## src/rtl/poly_pkg.sv

```systemverilog
// Shared parameters, FSM encoding and operand-pair payload for the polynomial add sequencer.
package poly_pkg;

    localparam int unsigned Q      = 17;
    localparam int unsigned N      = 8;
    localparam int unsigned LOGQ   = 5;
    localparam int unsigned LOGN   = 3;
    localparam int unsigned CNT_W  = LOGN + 1;
    localparam int unsigned PAIR_W = 2 * LOGQ;

    typedef logic [LOGQ-1:0]  coef_t;
    typedef logic [LOGN-1:0]  idx_t;
    typedef logic [CNT_W-1:0] cnt_t;

    typedef enum logic [1:0] {
        IDLE = 2'd0,
        RUN  = 2'd1,
        DONE = 2'd2
    } state_t;

    typedef struct packed {
        coef_t a;
        coef_t b;
    } pair_t;

endpackage

```

## src/rtl/poly_add_sequencer_if.sv

```systemverilog
// Request, operand-RAM, adder and result-RAM signals of the polynomial add sequencer.
interface poly_add_sequencer_if;
    import poly_pkg::*;

    logic  start;
    logic  busy;
    logic  done;
    logic  rd_en;
    idx_t  rd_addr;
    coef_t rd_data0;
    coef_t rd_data1;
    logic  add_in0_valid;
    logic  add_in1_valid;
    coef_t add_in0;
    coef_t add_in1;
    logic  add_in_ready;
    logic  add_out_valid;
    coef_t add_out;
    logic  add_out_ready;
    logic  wr_en;
    idx_t  wr_addr;
    coef_t wr_data;

    modport master (
        input  start, rd_data0, rd_data1, add_in_ready, add_out_valid, add_out,
        output busy, done, rd_en, rd_addr, add_in0_valid, add_in1_valid,
               add_in0, add_in1, add_out_ready, wr_en, wr_addr, wr_data
    );

    modport slave (
        output start, rd_data0, rd_data1, add_in_ready, add_out_valid, add_out,
        input  busy, done, rd_en, rd_addr, add_in0_valid, add_in1_valid,
               add_in0, add_in1, add_out_ready, wr_en, wr_addr, wr_data
    );

endinterface

```

## src/rtl/poly_pair_fifo.sv

```systemverilog
// Two-entry FIFO holding operand pairs between the RAM read port and the adder.
module poly_pair_fifo
    import poly_pkg::*;
(
    input  logic       clk,
    input  logic       reset,
    input  logic       clear,
    input  logic       push,
    input  pair_t      push_data,
    input  logic       pop,
    output pair_t      head,
    output logic       not_empty,
    output logic [1:0] count
);

    pair_t mem [2];
    logic  wr_ptr;
    logic  rd_ptr;

    always_ff @(posedge clk or posedge reset) begin
        if (reset) begin
            wr_ptr <= 1'b0;
            rd_ptr <= 1'b0;
            count  <= 2'd0;
        end else if (clear) begin
            wr_ptr <= 1'b0;
            rd_ptr <= 1'b0;
            count  <= 2'd0;
        end else begin
            if (push) wr_ptr <= ~wr_ptr;
            if (pop)  rd_ptr <= ~rd_ptr;
            count <= count + 2'(push) - 2'(pop);
        end
    end

    // Payload storage needs no reset; occupancy gates its visibility.
    always_ff @(posedge clk) begin
        if (push) mem[wr_ptr] <= push_data;
    end

    assign head      = mem[rd_ptr];
    assign not_empty = (count != 2'd0);

endmodule

```

## src/rtl/poly_add_sequencer.sv

```systemverilog
// Streams N coefficient pairs from two operand RAMs through an external modular adder into a result RAM.
module poly_add_sequencer
    import poly_pkg::*;
(
    input logic                   clk,
    input logic                   reset,
    poly_add_sequencer_if.master  bus
);

    state_t     state;
    cnt_t       rd_idx;
    cnt_t       wr_cnt;
    logic       rd_pend;
    logic       fifo_clear;
    logic       fifo_ne;
    logic       pop;
    logic [1:0] occ;
    logic [2:0] outstanding;
    logic       run;
    logic       rd_en;
    logic       wr_en;
    pair_t      head;

    assign run        = (state == RUN);
    assign fifo_clear = (state == IDLE) && bus.start;
    assign pop        = fifo_ne && bus.add_in_ready;

    // Credit check counts the slot freed by this cycle's pop so reads can stream back to back.
    assign outstanding = 3'(occ) + 3'(rd_pend) - 3'(pop);
    assign rd_en       = run && (rd_idx < CNT_W'(N)) && (outstanding < 3'd2);
    assign wr_en       = bus.add_out_valid && run;

    poly_pair_fifo u_fifo (
        .clk       (clk),
        .reset     (reset),
        .clear     (fifo_clear),
        .push      (rd_pend),
        .push_data ('{a: bus.rd_data0, b: bus.rd_data1}),
        .pop       (pop),
        .head      (head),
        .not_empty (fifo_ne),
        .count     (occ)
    );

    always_ff @(posedge clk or posedge reset) begin
        if (reset) begin
            state   <= IDLE;
            rd_idx  <= '0;
            wr_cnt  <= '0;
            rd_pend <= 1'b0;
        end else begin
            rd_pend <= rd_en;
            case (state)
                IDLE: begin
                    if (bus.start) begin
                        state   <= RUN;
                        rd_idx  <= '0;
                        wr_cnt  <= '0;
                        rd_pend <= 1'b0;
                    end
                end
                RUN: begin
                    if (rd_en) rd_idx <= rd_idx + CNT_W'(1);
                    if (wr_en) begin
                        wr_cnt <= wr_cnt + CNT_W'(1);
                        if (wr_cnt == CNT_W'(N - 1)) state <= DONE;
                    end
                end
                DONE:    state <= IDLE;
                default: state <= IDLE;
            endcase
        end
    end

    assign bus.busy          = (state != IDLE);
    assign bus.done          = (state == DONE);
    assign bus.rd_en         = rd_en;
    assign bus.rd_addr       = rd_idx[LOGN-1:0];
    assign bus.add_in0_valid = fifo_ne;
    assign bus.add_in1_valid = fifo_ne;
    assign bus.add_in0       = head.a;
    assign bus.add_in1       = head.b;
    assign bus.add_out_ready = run;
    assign bus.wr_en         = wr_en;
    assign bus.wr_addr       = wr_cnt[LOGN-1:0];
    assign bus.wr_data       = bus.add_out;

endmodule

```

## src/flat_wrapper.sv

```systemverilog
// flat-port wrapper written by rule: the top's interface ports become plain ports
module poly_add_sequencer_flat import poly_pkg::*;
  (clk, reset, bus_start, bus_rd_data0, bus_rd_data1, bus_add_in_ready, bus_add_out_valid, bus_add_out, bus_busy, bus_done, bus_rd_en, bus_rd_addr, bus_add_in0_valid, bus_add_in1_valid, bus_add_in0, bus_add_in1, bus_add_out_ready, bus_wr_en, bus_wr_addr, bus_wr_data);
  poly_add_sequencer_if bus_i ();
  input logic clk;
  input logic reset;
  input wire logic [$bits(bus_i.start)-1:0] bus_start;
  input wire logic [$bits(bus_i.rd_data0)-1:0] bus_rd_data0;
  input wire logic [$bits(bus_i.rd_data1)-1:0] bus_rd_data1;
  input wire logic [$bits(bus_i.add_in_ready)-1:0] bus_add_in_ready;
  input wire logic [$bits(bus_i.add_out_valid)-1:0] bus_add_out_valid;
  input wire logic [$bits(bus_i.add_out)-1:0] bus_add_out;
  output wire logic [$bits(bus_i.busy)-1:0] bus_busy;
  output wire logic [$bits(bus_i.done)-1:0] bus_done;
  output wire logic [$bits(bus_i.rd_en)-1:0] bus_rd_en;
  output wire logic [$bits(bus_i.rd_addr)-1:0] bus_rd_addr;
  output wire logic [$bits(bus_i.add_in0_valid)-1:0] bus_add_in0_valid;
  output wire logic [$bits(bus_i.add_in1_valid)-1:0] bus_add_in1_valid;
  output wire logic [$bits(bus_i.add_in0)-1:0] bus_add_in0;
  output wire logic [$bits(bus_i.add_in1)-1:0] bus_add_in1;
  output wire logic [$bits(bus_i.add_out_ready)-1:0] bus_add_out_ready;
  output wire logic [$bits(bus_i.wr_en)-1:0] bus_wr_en;
  output wire logic [$bits(bus_i.wr_addr)-1:0] bus_wr_addr;
  output wire logic [$bits(bus_i.wr_data)-1:0] bus_wr_data;
  assign bus_i.start = bus_start;
  assign bus_i.rd_data0 = bus_rd_data0;
  assign bus_i.rd_data1 = bus_rd_data1;
  assign bus_i.add_in_ready = bus_add_in_ready;
  assign bus_i.add_out_valid = bus_add_out_valid;
  assign bus_i.add_out = bus_add_out;
  assign bus_busy = bus_i.busy;
  assign bus_done = bus_i.done;
  assign bus_rd_en = bus_i.rd_en;
  assign bus_rd_addr = bus_i.rd_addr;
  assign bus_add_in0_valid = bus_i.add_in0_valid;
  assign bus_add_in1_valid = bus_i.add_in1_valid;
  assign bus_add_in0 = bus_i.add_in0;
  assign bus_add_in1 = bus_i.add_in1;
  assign bus_add_out_ready = bus_i.add_out_ready;
  assign bus_wr_en = bus_i.wr_en;
  assign bus_wr_addr = bus_i.wr_addr;
  assign bus_wr_data = bus_i.wr_data;
  poly_add_sequencer u_core (.clk(clk), .reset(reset), .bus(bus_i));
endmodule
```

## config.mk

```make
export PLATFORM = sky130hd
export DESIGN_NAME = poly_add_sequencer_flat
export DESIGN_NICKNAME = d
export VERILOG_FILES = /design/src/rtl/poly_pkg.sv /design/src/rtl/poly_add_sequencer_if.sv /design/src/rtl/poly_pair_fifo.sv /design/src/rtl/poly_add_sequencer.sv /design/src/flat_wrapper.sv
export SDC_FILE = /design/constraint.sdc
export NUM_CORES = 1
export LEC_CHECK = 0
export BUFFER_PORTS_ARGS = -buffer_cell sky130_fd_sc_hd__buf_4
export CAP_MARGIN = 5
export CORE_AREA = 2 2 61 63
export DETAILED_ROUTE_END_ITERATION = 6
export DIE_AREA = 0 0 63 65
export GPL_ROUTABILITY_DRIVEN = 1
export PLACE_DENSITY_LB_ADDON = 0.25
export SLEW_MARGIN = 20
export SYNTH_ARGS = -nofsm -noshare
export SYNTH_HDL_FRONTEND = slang
export SYNTH_SLANG_ARGS = --single-unit
export TNS_END_PERCENT = 5
```

## constraint.sdc

```tcl
create_clock -name clk -period 3 [get_ports clk]
set_input_delay 0.3 -clock clk [delete_from_list [all_inputs] [get_ports clk]]
set_output_delay 0.3 -clock clk [all_outputs]
set_load 0.05 [all_outputs]
```

==> metrics <==
crit path max fanout=2; routability cong.=0.705; Post-synth EDFFs=20; Final #Nets=about 180; Hold Path Class=input pin to asynchronous set/reset pin; input/output buffers=37; Max Root-Sink Buffers=2; post-synthesis sequential area ratio=around 60%; synthesized area=1630 µm²; final hold vios=0; Die W=63 µm; Routed WL per cell=13.1 µm; Detail Placement HPWL=~1900 µm; # rows=22; Adder-Cell Fraction of Synth Area=4.30%; ant diodes=0; WP data required=2700 ps; routed via count=987; top post-synthesis cells by area=edfxtp_1 (37%), dfrtp_1 (23%), mux2_2 (6.9%), buf_4 (5.5%), ha_1 (3.1%); MaxCap Viol Count=0; post-synthesis xor/xnor area fraction=2.15%; Reg area=976 µm²; setup violators final=0; status=finished, final reports clean; Critical Path Sink Type=output port; synthesized net count=147; final wirelength=2690 µm; RSZ-0062 raised after global routing=true; simple-gate share of the synthesized area=11.6%; clk sink count=35; H-tree levels=2; Die ar.=4100 µm²; Netlist cell types=37; CTS root buffer=clkbuf_4; Clock Latency Late Sink=320 ps; clock skew=6.16 ps; Global Route Usage Sum=about 14%; chip height=about 65 µm; CORE AREA=around 3500 µm²; area grow syn2layout=20.4%; Critical Setup Path Class=register to output port; first-pass GRT wire length=about 4400 µm; multi-input logic area=515 µm²; Max Clk Rate=0.348 GHz; CP startpoint kind=register; main combinational cell family by area after synthesis=simple AND/OR/NAND/NOR gates; CTS tree=done; average size of a mapped cell=13.4 µm²; global route overflow=0; drt initial violations=13; Initial Util=roughly 47%; layout cells sized above 1=40.8%; Mapped Cells=122; CTS Hold Buffers Added=0; Ys Warns=0; FF+latch count, synth=35; Max-slew headroom=42.8%; mux cell area share after synthesis=7.53%; antenna violations before repair=0; fin crit share=95.8%; top_reg_cell synth=edfxtp_1; Async SR Flop Fraction=42.9%; vias in the first global route=971; Synth Area in Compound Gates=5.45%; largest net degree at the start of global routing=16; worst-margin pin slew=about 860 ps; routed vias/inst=4.81; share of the synthesized area in the top cell type=between 30% and 40%; DRC Markers=0; CTS buffer count=5; Final Max Slew Viols=0; final hold slack=~27 ps; minimum clock period after layout=between 2000 and 3000 ps; largest area contributor in the netlist=edfxtp_1; CP arrival=approximately 2600 ps; layout filler cell count=313; drt first pass iters=4; Final ANT Viol Nets=0; io pins=48; Clock transition at path regs=90 ps
## cell type report
type	instances	share of cell area, %
inverters	11	2.10
flip-flops and latches	35	49.7
clock buffers	6	2.10
multi-input cells	61	26.3
well taps	48	3.06
repair buffers	42	16.3
clock inverters	2	0.446
## cell usage in the layout (no fill, tap or decap), types with 2 or more instances in the layout
cell type	instances
edfxtp_1	20
o21ai_0	2
nor2b_1	2
nand2_1	3
o21ai_1	2
buf_4	41
ha_1	4
a22o_1	2
dfrtp_1	15
nand3_1	2
clkbuf_4	5
xnor2_1	2
inv_1	11
mux2_2	10
or2_2	2
and2_1	2
o211ai_1	2
nor2_1	6
nor4b_1	2
nand4b_1	2
## routing by layer
| metal | wire, µm | vias up | global-route usage, % | share of wire (%) |
|---|---|---|---|---|
| li1 | - | 484 | - | - |
| met4 | 34 | 0 | 5.83 | 1.3 |
| met2 | 1330 | 34 | 24.6 | 49 |
| met3 | 211 | 4 | 6.77 | 7.8 |
| met5 | 0 | - | 0 | 0 |
| met1 | 1110 | 465 | 15.7 | 41 |
## state kept, by name, indices dropped and copies added, names as in the netlist
register and cells:
u_core.rd_idx 4, u_core.rd_pend 1, u_core.state 2, u_core.u_fifo.count 2, u_core.u_fifo.mem 20, u_core.u_fifo.rd_ptr 1, u_core.u_fifo.wr_ptr 1, u_core.wr_cnt 4
## worst paths after layout
path | start | to | slack, ps | depth (start not counted)
min in group clk | bus_rd_data0[2] | u_core.u_fifo.mem[0][7] | 160 | 1
max | u_core.u_fifo.count[1] | bus_rd_en | 130 | 10
max in group asynchronous | reset | u_core.rd_idx[2] | 2600 | 2
min reg2reg | u_core.rd_idx[3] | u_core.rd_idx[3] | 500 | 2
min | reset | u_core.u_fifo.rd_ptr | 30 | 2
max reg2reg | u_core.u_fifo.count[1] | u_core.rd_idx[2] | 360 | 10
## per-stage QoR
stage / setup TNS (ps) / instance area (µm²) / worst slack [ps] / std cells / util (%)
after floorplan: 0 / 1630 / 332 / 122 / -
after global placement: 0 / 1860 / 366 / 192 / 53.2
after detailed placement: 0 / 1860 / 280 / 192 / 53.2
after CTS: 0 / 1950 / 33.7 / 205 / 55.8
after global routing: -3.29 / 1960 / -3.29 / 205 / 56.1
final: 0 / 1960 / 127 / 205 / 56.1
## cell families after synthesis
logic type,count (synthesis)
adder cells (fa/ha/maj),5
AND/OR/NAND/NOR,28
multiplexers,11
flip-flops,35
XOR/XNOR,4
AO/OA/AOI/OAI,13
buffers and inverters,26
## worst max-delay path, cell delays in order (launching register included)
cell,delay [ps]
dfrtp_1,390
o21a_1,200
ha_1,280
inv_1,60
ha_1,130
inv_1,40
fa_2,550
nand4bb_4,120
or2_4,250
inv_1,70
buf_6,150
## cell usage after synthesis (2+ instances only)
library cell / number
xnor2_1: 2
edfxtp_1: 20
nand3_1: 2
inv_1: 11
or2_2: 2
xor2_1: 2
nor2_1: 6
nor2b_1: 2
dfrtp_1: 15
and2_1: 2
nand2_1: 3
mux2_2: 10
o211ai_1: 2
o21ai_1: 2
buf_4: 12
nand4b_1: 2
ha_1: 4
nor4b_1: 2
a22o_1: 2
o21ai_0: 2
## timing repair
action	CTS	global route
endpoints found under the setup margin	1	1
pin swaps	3	2
resized for setup	1	2
buffers inserted	5	0
Power is left out: the tool's default activity adds up to more than one toggle a clock period on the data nets, which glitch-free logic cannot reach.
